**src/rtl/cfu_mac_sequencer.sv**
```systemverilog
// CFU sequencer: runs an int8 dot-product job over two SRAM banks through an
// external 4-lane SIMD MAC and returns the accumulator on the CPU rsp channel.
module cfu_mac_sequencer #(
  parameter int ADDR_W  = 12,
  parameter int LEN_W   = 12,
  parameter int MAC_LAT = 1
) (
  input  logic              clk,
  input  logic              reset,
  input  logic              cmd_valid,
  output logic              cmd_ready,
  input  logic [9:0]        cmd_payload_function_id,
  input  logic [31:0]       cmd_payload_inputs_0,
  input  logic [31:0]       cmd_payload_inputs_1,
  output logic              rsp_valid,
  input  logic              rsp_ready,
  output logic [31:0]       rsp_payload_outputs_0,
  output logic [ADDR_W-1:0] mem_a_addr,
  output logic [ADDR_W-1:0] mem_b_addr,
  output logic              mem_a_rd,
  output logic              mem_b_rd,
  input  logic [31:0]       mem_a_data,
  input  logic [31:0]       mem_b_data,
  output logic              mac_clear,
  output logic              mac_in_valid,
  output logic [31:0]       mac_in_a,
  output logic [31:0]       mac_in_b,
  output logic [8:0]        mac_offset,
  input  logic [31:0]       mac_acc
);

  typedef enum logic [1:0] {IDLE, ISSUE, DRAIN, RESP} state_t;

  localparam logic [6:0] OP_CFG_BASE   = 7'd0;
  localparam logic [6:0] OP_SET_OFFSET = 7'd1;
  localparam logic [6:0] OP_START      = 7'd2;
  localparam logic [6:0] OP_STATUS     = 7'd3;
  localparam logic [7:0] DRAIN_LAST    = 8'(MAC_LAT);

  state_t              state_q, state_d;
  logic [ADDR_W-1:0]   base_a_q, base_a_d;
  logic [ADDR_W-1:0]   base_b_q, base_b_d;
  logic [LEN_W-1:0]    len_q, len_d;
  logic [LEN_W-1:0]    idx_q, idx_d;
  logic [7:0]          drain_q, drain_d;
  logic                rsp_valid_q, rsp_valid_d;
  logic [31:0]         rsp_data_q, rsp_data_d;
  logic                mac_in_valid_q, mac_in_valid_d;
  logic                mac_clear_q, mac_clear_d;
  logic [8:0]          mac_offset_q, mac_offset_d;
  logic                busy_q, busy_d;

  logic                cmd_fire;
  logic                mem_rd;
  logic [6:0]          opcode;
  logic [ADDR_W-1:0]   idx_addr;
  logic                unused_cmd_bits;

  assign opcode          = cmd_payload_function_id[9:3];
  assign cmd_ready       = (state_q == IDLE) && !rsp_valid_q;
  assign cmd_fire        = cmd_valid && cmd_ready;
  assign mem_rd          = (state_q == ISSUE);
  assign idx_addr        = ADDR_W'(idx_q);
  assign unused_cmd_bits = ^{cmd_payload_function_id, cmd_payload_inputs_0, cmd_payload_inputs_1};

  assign mem_a_rd   = mem_rd;
  assign mem_b_rd   = mem_rd;
  assign mem_a_addr = mem_rd ? base_a_q + idx_addr : '0;
  assign mem_b_addr = mem_rd ? base_b_q + idx_addr : '0;

  // Operands flow straight from SRAM; the valid is gated so a reset drops in-flight reads at once.
  assign mac_in_valid          = mac_in_valid_q && reset;
  assign mac_in_a              = mem_a_data;
  assign mac_in_b              = mem_b_data;
  assign mac_clear             = mac_clear_q;
  assign mac_offset            = mac_offset_q;
  assign rsp_valid             = rsp_valid_q;
  assign rsp_payload_outputs_0 = rsp_data_q;

  always_comb begin
    state_d        = state_q;
    base_a_d       = base_a_q;
    base_b_d       = base_b_q;
    len_d          = len_q;
    idx_d          = idx_q;
    drain_d        = drain_q;
    rsp_valid_d    = rsp_valid_q;
    rsp_data_d     = rsp_data_q;
    mac_offset_d   = mac_offset_q;
    busy_d         = busy_q;
    mac_clear_d    = 1'b0;
    mac_in_valid_d = mem_rd;

    case (state_q)
      IDLE: begin
        if (cmd_fire) begin
          rsp_valid_d = 1'b1;
          state_d     = RESP;
          case (opcode)
            OP_CFG_BASE: begin
              base_a_d   = cmd_payload_inputs_0[ADDR_W-1:0];
              base_b_d   = cmd_payload_inputs_1[ADDR_W-1:0];
              rsp_data_d = 32'd0;
            end
            OP_SET_OFFSET: begin
              mac_offset_d = cmd_payload_inputs_0[8:0];
              rsp_data_d   = 32'd0;
            end
            OP_START: begin
              len_d       = cmd_payload_inputs_1[LEN_W-1:0];
              idx_d       = '0;
              drain_d     = '0;
              busy_d      = 1'b1;
              rsp_valid_d = 1'b0;
              mac_clear_d = !cmd_payload_function_id[0];
              state_d     = (cmd_payload_inputs_1[LEN_W-1:0] == '0) ? DRAIN : ISSUE;
            end
            OP_STATUS: rsp_data_d = {31'd0, busy_q};
            default:   rsp_data_d = 32'hFFFF_FFFF;
          endcase
        end
      end
      ISSUE: begin
        idx_d = idx_q + LEN_W'(1);
        if (idx_q == len_q - LEN_W'(1)) begin
          state_d = DRAIN;
        end
      end
      DRAIN: begin
        // Last operand reaches mac_acc MAC_LAT cycles after its valid, one cycle after its read.
        if (drain_q == DRAIN_LAST) begin
          rsp_data_d  = mac_acc;
          rsp_valid_d = 1'b1;
          state_d     = RESP;
        end else begin
          drain_d = drain_q + 8'd1;
        end
      end
      RESP: begin
        if (rsp_ready) begin
          rsp_valid_d = 1'b0;
          busy_d      = 1'b0;
          state_d     = IDLE;
        end
      end
      default: state_d = IDLE;
    endcase
  end

  always_ff @(posedge clk) begin
    if (!reset) begin
      state_q        <= IDLE;
      base_a_q       <= '0;
      base_b_q       <= '0;
      len_q          <= '0;
      idx_q          <= '0;
      drain_q        <= '0;
      rsp_valid_q    <= 1'b0;
      rsp_data_q     <= 32'd0;
      mac_in_valid_q <= 1'b0;
      mac_clear_q    <= 1'b0;
      mac_offset_q   <= 9'd128;
      busy_q         <= 1'b0;
    end else begin
      state_q        <= state_d;
      base_a_q       <= base_a_d;
      base_b_q       <= base_b_d;
      len_q          <= len_d;
      idx_q          <= idx_d;
      drain_q        <= drain_d;
      rsp_valid_q    <= rsp_valid_d;
      rsp_data_q     <= rsp_data_d;
      mac_in_valid_q <= mac_in_valid_d;
      mac_clear_q    <= mac_clear_d;
      mac_offset_q   <= mac_offset_d;
      busy_q         <= busy_d;
    end
  end

endmodule

```
**config.mk**
```make
export PLATFORM = sky130hd
export DESIGN_NAME = cfu_mac_sequencer
export DESIGN_NICKNAME = d
export VERILOG_FILES = /design/src/rtl/cfu_mac_sequencer.sv
export SDC_FILE = /design/constraint.sdc
export NUM_CORES = 1
export LEC_CHECK = 0
export CAP_MARGIN = 20
export CORE_MARGIN = 4
export CORE_UTILIZATION = 44
export DETAILED_ROUTE_END_ITERATION = 8
export GPL_TIMING_DRIVEN = 0
export PLACE_DENSITY_LB_ADDON = 0.1
export SLEW_MARGIN = 20
export SYNTH_ARGS = -nofsm -noshare
export SYNTH_HDL_FRONTEND = slang
export SYNTH_SLANG_ARGS = --single-unit
```
**constraint.sdc**
```tcl
create_clock -name clk -period 6.6 [get_ports clk]
set_input_delay 0.66 -clock clk [delete_from_list [all_inputs] [get_ports clk]]
set_output_delay 0.66 -clock clk [all_outputs]
set_load 0.05 [all_outputs]
```
* After elaboration in Yosys (flattened, before gate mapping)
Index checks and enable logic that the tools add are counted.
** Word-level totals
- Word-level logic and storage cells :: 83
- Bits of input ports :: 174
- Register bits :: 103
** Operators by class
- Reductions and logical operators :: 23
- Mux-type cells :: 28
- Equal/unequal tests :: 15
- $add $sub $neg :: 5
** Operators by type and width (count)
- 32-bit case mux with 3 select lines :: 1
- 32-bit 2-to-1 mux :: 2
- 32-bit case mux with 2 select lines :: 1
- 12-bit 2-to-1 mux :: 4
- 12-bit adder :: 2
- 8-bit 2-to-1 mux :: 3
- 12-bit case mux with 2 select lines :: 1
- 4-bit AND reduction :: 6
- 8-bit case mux with 2 select lines :: 1
- 7-bit by 2-bit == test with 1-bit output, second input constant :: 2
- 12-bit by 1-bit adder with 12-bit output, second input constant :: 1
- 12-bit == test :: 1
- 12-bit zero test :: 1
- 2-bit 2-to-1 mux :: 6
- 3-bit AND reduction :: 4
- 12-bit by 1-bit subtractor with 12-bit output, second input constant :: 1
- 2-bit != test, second input constant :: 5
- 8-bit by 1-bit adder with 8-bit output, second input constant :: 1
- 8-bit by 1-bit == test with 1-bit output, second input constant :: 1
- 2-bit case mux with 4 select lines :: 1
- 7-bit by 1-bit == test with 1-bit output, second input constant :: 1
- 7-bit zero test :: 1
- 1-bit 2-to-1 mux :: 6
- 2-bit nonzero test :: 3
- other kinds (10) :: 15

* Depth between registers and ports, before layout
- Depth after elaboration :: 5
- Depth in mapped cells :: 10
- Depth with buffers taken out :: 8

* Worst setup path after synthesis
OpenSTA, ideal clock, no wires.
- Path type :: register to output
- From :: register idx_q[0] (netlist: idx_addr[0])
- To :: output port mem_a_addr[6]
- Slack :: 3166 ps
- Stages on the path, launching flop included :: 7
- Arrival :: 2774 ps
- Path through :: dfxtp_1 ha_1 fa_1 a21o_1 a21oi_1 o21ai_0 a221oi_1
** On the way
- Word-level cells in the longest chain between the ends :: 2
** RTL lines
- from (decl) :: RTL line 44 : logic [LEN_W-1:0] idx_q, idx_d;
- from (signal assigned) :: RTL line 169 : idx_q <= idx_d;
- 12-bit adder :: RTL line 68 : assign mem_a_addr = mem_rd ? base_a_q + idx_addr : '0;
- 12-bit 2-to-1 mux :: RTL line 68
- to (decl) :: RTL line 18 : output logic [ADDR_W-1:0] mem_a_addr,
Every way passes these cells.

* Final worst setup path
- From :: register idx_q[0] (netlist: idx_addr[0])
- To :: output port mem_a_addr[10]
The elaborated chain is that of the path after synthesis.

==> metrics.md <==
| Metric | Value |
|---|---|
| Maximum vdd ir drop | `0.267 mV` |
| Syn Nets | `994` |
| Fmax | `0.220 GHz` |
| Synthesized cell area | `6280 µm²` |
| Final setup vio count | `0` |
| CP Launch Type | `flip-flop` |
| Worst-path fanout max | `7` |
| Synth Area in XOR/XNOR | `5.80%` |
| Nets | `1206` |
| H-tree depth | `3` |
| Area grow syn2layout | `40.8%` |
| DP Area | `8520 µm²` |
| Pleak | `0.00339 µW` |
| TNS Setup | `0 ns` |
| ANT cells | `0` |
| Total grt overflow | `0` |
| Clock sink total | `103` |
| Total Routing Usage GR | `22.3%` |
| Number of flops mapped to enable cells by yosys | `0` |
| HPWL after DPL | `14600 µm` |
| Synthesized-area fraction occupied by adder cells | `6.62%` |
| Initial antenna violation count | `0` |
| Initial Util | `45.1%` |
| Worst reg2reg path startpoint | `state_q[1]` |
| I/O pins | `309` |
| WP data required | `5.94 ns` |
| Final period utilization | `69.0%` |
| Outcome | `finished, final reports clean` |
| RSZ-0062 raised after global routing | `false` |
| Final Hold Fails | `0` |
| Post-synthesis compound-gate area fraction | `21.2%` |
| Yosys reg bits | `103` |
| Measured slew at the worst slew-check pin | `0.763 ns` |
| Top FF cell, synth | `dfxtp_1` |
| Mux contribution to synthesized area | `0.957%` |
| Area of the die | `16200 µm²` |
| R2R depth | `8` |
| Post-layout min period | `4.55 ns` |
| R2r endpoint | `idx_addr[9]` |
| CTS tree | `done` |
| Global-route wire length before repair | `29700 µm` |
| First-iteration detailed-routing DRC count | `413` |
| Post-synthesis sequential area ratio | `32.8%` |
| Vias in the first global route | `5903` |
| Critical Path AT | `3.89 ns` |
| Worst path cell trace | `ha_1, fa_1, a21o_1, a21oi_1, o21ai_0, a2111oi_0, o21a_1, o21a_1, clkdlybuf4s50_1` |
| Synth area leaders | `dfxtp_1, nand2_1, buf_4, ha_1, a21oi_1` |
| Routed wire length | `18700 µm` |
| Drt via density | `5.27` |
| Commonest non-fill, non-tap cells in the layout | `clkdlybuf4s50_1, nand2_1, dfxtp_1` |
| Port bufs | `201` |
| Area share of the largest cell type after synthesis | `32.8%` |
| Post-Synth Simple-Gate Area | `21.0%` |
| Min-delay src | `mac_offset[3]` |
| FP Rows | `43` |
| Worst setup path class | `flip-flop to output pin` |
| Largest family of logic cells by synthesized area | `compound AO/OA/AOI/OAI gates` |
| R2R setup slack | `3.87 ns` |
| Layout cells sized above 1 | `10.3%` |
| Skew-Pair Late Insertion Delay | `0.36 ns` |
| Die height | `127 µm` |
| CP startpoint | `idx_addr[0]` |
| Slew margin rel. | `48.7%` |
| Inserted Clock Buffers | `9` |
| Clock buffer depth | `2` |
| Crit. End Element | `output pin` |
| DRC | `0` |
| Final Slew Violations | `0` |
| Commonest non-fill, non-tap cell in the layout | `clkdlybuf4s50_1` |
| Max_cap viols | `0` |
| Hold slack | `0.452 ns` |
| Root buffer cell | `clkbuf_16` |
| Largest net degree at the start of global routing | `21` |
| Final Instance Area | `8840 µm²` |
| Synthesized instance count | `788` |
| Core area | `13900 µm²` |
| Synth warn | `0` |
| Critical Path Max Stage Delay | `0.80 ns` |
| Library cells used by synthesis | `64` |
| Final ANT Viol Nets | `0` |
| Hold Crit Depth | `2` |
| Pwr/cell area | `287 nW/µm²` |
| Vias | `6249` |
| Clk slew on worst S/H paths | `0.08 ns` |
| DP Worst Slack | `2.54 ns` |
| Hold Buf Count CTS | `0` |
| Worst setup slack after layout | `2.05 ns` |
| First-pass DRT Iterations | `5` |
| Most used cell, CP | `o21a_1` |
| Post-synth top area cell | `dfxtp_1` |
| Worst hold path class | `flip-flop to flip-flop` |
| Wirelength per Cell | `15.8 µm` |
| Post-synthesis async set-or-reset flop share | `0%` |
| Post-CTS Setup Inserts | `0` |
| Cts repair resizes | `0` |
| Crit-path slowest cell | `clkdlybuf4s50_1` |
| WHS Endpoint | `mac_offset[3]` |
| Skew final | `0.0112 ns` |
| Total power | `2540 µW` |
| Placer Congestion | `0.841` |
| Avg Inst Size Synth | `7.97 µm²` |
| Die Wd | `127 µm` |
cells in the mapped netlist (all sizes together), types with 6 or more instances:
cell type	n
a21boi	46
a21o	6
a21oi	51
and2	12
buf	75
clkbuf	30
dfxtp	103
ha	30
inv	18
mux2i	6
nand2	147
nand3	16
nand4	7
nor2	43
nor3	7
nor4	12
o21a	8
o21ai	51
or3	8
xnor2	22
xor2	17
metrics by stage:
stage | util [%] | instances
2_1_floorplan | - | 788
3_3_place_gp | 61.1 | 1169
3_5_place_dp | 61.1 | 1169
4_1_cts | 63.4 | 1185
5_1_grt | 63.4 | 1185
6_report | 63.4 | 1185
worst max-delay path by stage:
stage	slack, ns	to	cells after the start
after floorplan	3.17	mem_a_addr[6]	6
after global placement	2.52	mem_a_addr[10]	9
after detailed placement	2.54	mem_a_addr[10]	9
after CTS	2.09	mem_a_addr[10]	9
after global routing	1.80	mem_a_addr[10]	9
final	2.05	mem_a_addr[10]	9
area by class of cell:
type / count / area (µm²)
multi-input cells: 562 / 3490
fillers: 1284 / 5090
flip-flops and latches: 103 / 2060
inverters: 18 / 67.6
well taps: 180 / 225
plain buffers: 105 / 659
clock inverters: 7 / 100
clock buffers: 9 / 225
repair buffers: 201 / 2010
logic make-up after synthesis:
logic type,after synthesis
xor+xnor,40
compound gates,204
flops,103
buf+inv,123
simple gates,280
fa+ha+maj,32
mux,6
flip-flops by register name (all words and copies together), names as in the netlist:
register and flops:
base_a_q 12, idx_addr 12, mac_clear 1, rsp_payload_outputs_0 32, mac_offset 9, rsp_valid 1, state_q 2, drain_q 8
base_b_q 12, mac_in_valid_q 1, busy_q 1, len_q 12
per-layer routing:
layer  vias up  part of all wire (%)  GRT usage (%)
li1       3092                     -              -
met1      2893                    44           29.8
met2       245                    46           36.2
met3        19                   8.3           6.61
met4         0                   1.0           3.97
met5         -                     0              0
critical path: cells and delay by family (launching register included):
family | cells | cell delay, ns
AO/OA/AOI/OAI | 6 | 1.65
adder cells (fa/ha/maj) | 2 | 0.67
buffers and inverters | 1 | 0.80
flip-flops | 1 | 0.41
where the power goes:
group	switching (µW)	leakage, µW	total (µW)	internal, µW
clock	271	0.000158	578	307
combinational	774	0.00240	1160	386
sequential	65.0	0.000840	797	732
Power figures use the tool's default switching activity.
